$ cat src/rtl/srl_ctrl_pkg.sv
// Shared constants and address helper for the SRLC32E-based FIFO controller.
// The oldest entry always sits at tap cnt-1 of every lane.
package srl_ctrl_pkg;

   localparam int SRL_MAX_DEPTH = 32;
   localparam int SRL_ADDR_W    = 5;
   localparam int LEVEL_W       = 6;

   // An empty SRL reads tap 0; the value is ignored because no load happens.
   function automatic logic [SRL_ADDR_W-1:0] oldest_addr(input logic [LEVEL_W-1:0] cnt);
      if (cnt == '0)
         return '0;
      return SRL_ADDR_W'(cnt - LEVEL_W'(1));
   endfunction

endpackage

$ cat src/rtl/srl32_lane.sv
// Behavioural SRLC32E: 32-tap shift register with clock enable and a
// combinational dynamic-address read tap. Contents are never reset.
module srl32_lane
   import srl_ctrl_pkg::*;
(
   input  logic                  CLK,
   input  logic                  CE,
   input  logic                  D,
   input  logic [SRL_ADDR_W-1:0] A,
   output logic                  Q
);

   logic [SRL_MAX_DEPTH-1:0] sr;

   always_ff @(posedge CLK) begin
      if (CE)
         sr <= {sr[SRL_MAX_DEPTH-2:0], D};
   end

   assign Q = sr[A];

endmodule

$ cat src/rtl/srl32_fifo_ctrl.sv
// FIFO controller over WIDTH SRLC32E lanes sharing CE and A, with a
// registered output stage and valid/ready handshakes on both sides.
module srl32_fifo_ctrl
   import srl_ctrl_pkg::*;
#(
   parameter int WIDTH = 2,
   parameter int DEPTH = 32
)
(
   input  logic               CLK,
   input  logic               RST,
   input  logic [WIDTH-1:0]   IN_DATA,
   input  logic               IN_VALID,
   output logic               IN_READY,
   output logic [WIDTH-1:0]   OUT_DATA,
   output logic               OUT_VALID,
   input  logic               OUT_READY,
   input  logic               FLUSH,
   output logic [LEVEL_W-1:0] LEVEL
);

   logic [LEVEL_W-1:0]    cnt;
   logic                  ov;
   logic [WIDTH-1:0]      od;
   logic                  push;
   logic                  pop;
   logic                  load;
   logic [SRL_ADDR_W-1:0] srl_a;
   logic [WIDTH-1:0]      srl_q;

   // Write side: SRL shifts only on an accepted word
   assign IN_READY = !RST && !FLUSH && (cnt < LEVEL_W'(DEPTH));
   assign push     = IN_VALID && IN_READY;
   assign pop      = ov && OUT_READY;
   assign load     = (cnt != '0) && (!ov || pop);
   assign srl_a    = oldest_addr(cnt);

   for (genvar i = 0; i < WIDTH; i++) begin : g_lane
      srl32_lane u_lane (
         .CLK (CLK),
         .CE  (push),
         .D   (IN_DATA[i]),
         .A   (srl_a),
         .Q   (srl_q[i])
      );
   end

   // Occupancy and output stage; Q is sampled before a simultaneous shift lands
   always_ff @(posedge CLK) begin
      if (RST) begin
         cnt <= '0;
         ov  <= 1'b0;
         od  <= '0;
      end else if (FLUSH) begin
         cnt <= '0;
         ov  <= 1'b0;
      end else begin
         cnt <= cnt + LEVEL_W'(push) - LEVEL_W'(load);
         if (load) begin
            od <= srl_q;
            ov <= 1'b1;
         end else if (pop) begin
            ov <= 1'b0;
         end
      end
   end

   assign OUT_DATA  = od;
   assign OUT_VALID = ov;
   assign LEVEL     = cnt + LEVEL_W'(ov);

endmodule

$ cat config.mk
export PLATFORM = sky130hd
export DESIGN_NAME = srl32_fifo_ctrl
export DESIGN_NICKNAME = d
export VERILOG_FILES = /design/src/rtl/srl_ctrl_pkg.sv /design/src/rtl/srl32_lane.sv /design/src/rtl/srl32_fifo_ctrl.sv
export SDC_FILE = /design/constraint.sdc
export NUM_CORES = 1
export LEC_CHECK = 0
export ABC_CLOCK_PERIOD_IN_PS = 8500
export BUFFER_PORTS_ARGS = -buffer_cell sky130_fd_sc_hd__clkbuf_2
export CORE_ASPECT_RATIO = 1.1
export CORE_MARGIN = 2
export CORE_UTILIZATION = 59
export DETAILED_ROUTE_END_ITERATION = 16
export PLACE_DENSITY = 0.77
export REMOVE_ABC_BUFFERS = 1
export SLEW_MARGIN = 20
export SYNTH_ARGS = -nofsm -noshare
export SYNTH_HDL_FRONTEND = slang
export SYNTH_SLANG_ARGS = --single-unit
$ cat constraint.sdc
create_clock -name CLK -period 8.5 [get_ports CLK]
set_input_delay 1.275 -clock CLK [delete_from_list [all_inputs] [get_ports CLK]]
set_output_delay 1.275 -clock CLK [all_outputs]
set_load 0.01 [all_outputs]
==> flow_summary.ini <==
[run_status]
status = finished, final reports clean

[worst_setup_path]
critical_path_arrival_ns = 3.89
cp.required_ns = 8.75
cp_max_fo = 23
cp_common_cell = nor2_1
worstSetupPathType = reg2reg
path_cells = inv_1, ha_1, and3_1, nor2_1, ha_1, inv_1, ha_1, inv_1, fa_1, nor2_1, nor2_1, nor2_1, nor2_1, xor2_1, nor2_1
crit_slowest_cell = and3_1
worstSetupEndpointType = flop
slowest_delay_ns = 0.78
start_kind = flop

[timing]
layout_min_cycle_time_ns = 3.64
post-route-period-util = 0.429
finalMaxSlewViolations = 0
rsz0062_at_grt = no
worst_pin_slew_ns = 0.790
finalSetupViolCount = 0
fmax_ghz = 0.274
hold_viol_final = 0
fin_skew_ns = 0.0112
hold_ws_ns = 0.447
timing.slew.headroom = 0.473
tns_ns = 0

[place]
post_dp_cell_area_sq_um = 3630
io_buffers = 16
hpwl_mm = 4.15
gp_congestion = 0.819

[cts]
clock_latency_ns = 0.36
htree_levels = 3
cts_buffers = 9
cts_tree = yes
cts_sinks = 73
clkTransAtPathRegs_ns = 0.08
ctsResizeCount = 0
cts_hold_buffers = 0
cts-root-buf = clkbuf_8
clockBufferDepth = 2
post_cts_buffers = 0

[grt]
grt_pass1_vias = 2078
grt_overflow = 0
grt_max_degree = 63
grt_antenna_before_repair = 0
grtUsageTotal = 0.212
grt_pass1_wl_mm = 10.3

[layout]
finish.utilization = 0.666
diodes = 0
drive_gt1_frac = 0.160
fin_nets = 313
syn2layout_area_growth_pct = 9.39
stdcell_area_sq_um = 3820

[floorplanning]
initial_utilization = 0.609
die_h_um = 84.7
io_pins = 17
rows = 29
core_sq_um = 5730
dieArea_sq_um = 6550
die_w_um = 77.3

[synth]
synth_area_leaders = edfxtp_1 55%, ha_1 6.1%, dfxtp_1 5.2%
ys_types = 51
ys.warnings.count = 0
synth_edf_count = 64
synth_ff_type = edfxtp_1
syn-instance-count = 271
async_flop_share = 0
ys_seq_elements = 73
yosys.area.top_type = edfxtp_1
ys_seq_area_frac = 0.602
syn_area_sq_um = 3490
yosysTopAreaCellShare = 0.551
syn_avg_cell_area_sq_um = 12.9

[power_and_ir_drop]
ir_drop_v = 0.000278
pwr_density_cell_nw_per_um2 = 391
total_power_mw = 1.49
leakage_nw = 1.36

[route]
drt-total-wl_mm = 6.33
drc_errors = 0
drtIter0Drc = 261
viasPerCell = 5.88
vias = 2174
ant_nets = 0
wire_per_inst_um = 17.1
first_pass_iters = 4

[job]
cap_violations = 0

[worst_hold_path]
hold_path_class = reg2reg
==> stage by stage <==
step,instances,setup WS (ns)
final,370,4.86
after global routing,370,4.54
after CTS,370,4.88
after detailed placement,354,4.89
after global placement,354,4.97
after floorplan,259,4.70
==> cells in the final DEF (no fill, tap or decap), types with 5 or more instances in the layout <==
cell and count:
clkbuf_8 9, a21oi_1 10, o22ai_1 6, dfxtp_1 9
o21ai_0 9, o211ai_1 7, inv_1 13, ha_1 17
nand3_1 5, clkbuf_2 16, xnor2_1 8, nand2b_1 5
nand2_1 15, edfxtp_1 64, nor2_1 20, mux2i_1 12
==> per-layer routing <==
metal	routed length [um]	global-route usage
met1	3050	0.315
met2	2800	0.285
met3	336	0.0570
met4	135	0.112
met5	0	0
==> synthesized netlist by cell type (all sizes together) (3+ instances only) <==
cell type  instances
dfxtp              9
mux2               3
edfxtp            64
nor2b              3
o21ai              9
ha                17
buf                3
nor3               4
o22ai              6
nand2b             5
a311oi             3
a221oi             3
a21oi             10
mux2i             13
nand2             15
inv               15
xnor2              8
clkbuf             9
a21boi             3
or2                3
nor2              20
nand3              5
o211ai             7
==> critical path, delay by kind of cell, from the launching register on <==
kind	cells	cell delay (ns)
xor+xnor	1	0.12
fa+ha+maj	4	1.46
buf+inv	3	0.41
simple gates	7	1.23
flops	1	0.31
==> where the power goes <==
part	internal (mW)	switching [mW]
sequential	0.424	0.0307
combinational	0.325	0.459
clock	0.111	0.142
total	0.860	0.632
==> final timing paths <==
kind	from	endpoint	slack, ns	cells past startpoint
setup / recovery	cnt[0]	cnt[4]	4.86	15
hold / removal	g_lane[0].u_lane.sr[22]	g_lane[0].u_lane.sr[23]	0.45	0
setup reg to reg	cnt[0]	cnt[4]	4.86	15
hold reg to reg	g_lane[0].u_lane.sr[22]	g_lane[0].u_lane.sr[23]	0.45	0
==> final cells by class <==
| class | count | area, sq um |
|---|---|---|
| Clock buffer | 9 | 124 |
| Multi-Input combinational cell | 171 | 1280 |
| Fill cell | 456 | 1910 |
| Timing Repair Buffer | 18 | 95.1 |
| Clock inverter | 7 | 61.3 |
| Inverter | 15 | 56.3 |
| Sequential cell | 73 | 2100 |
| Tap cell | 77 | 96.3 |
==> sequential cells by signal (all words and copies together), names as in the netlist <==
register and flops:
g_lane.u_lane.sr 64, cnt 6, OUT_DATA 2, OUT_VALID 1
==> cells by family after synthesis <==
logic type               synth area share
AO/OA/AOI/OAI                       0.121
XOR/XNOR                           0.0251
adder cells (fa/ha/maj)            0.0667
buffers and inverters              0.0301
flip-flops                          0.602
multiplexers                       0.0645
AND/OR/NAND/NOR                    0.0903
Note: power is estimated with default switching activity, not from simulation.
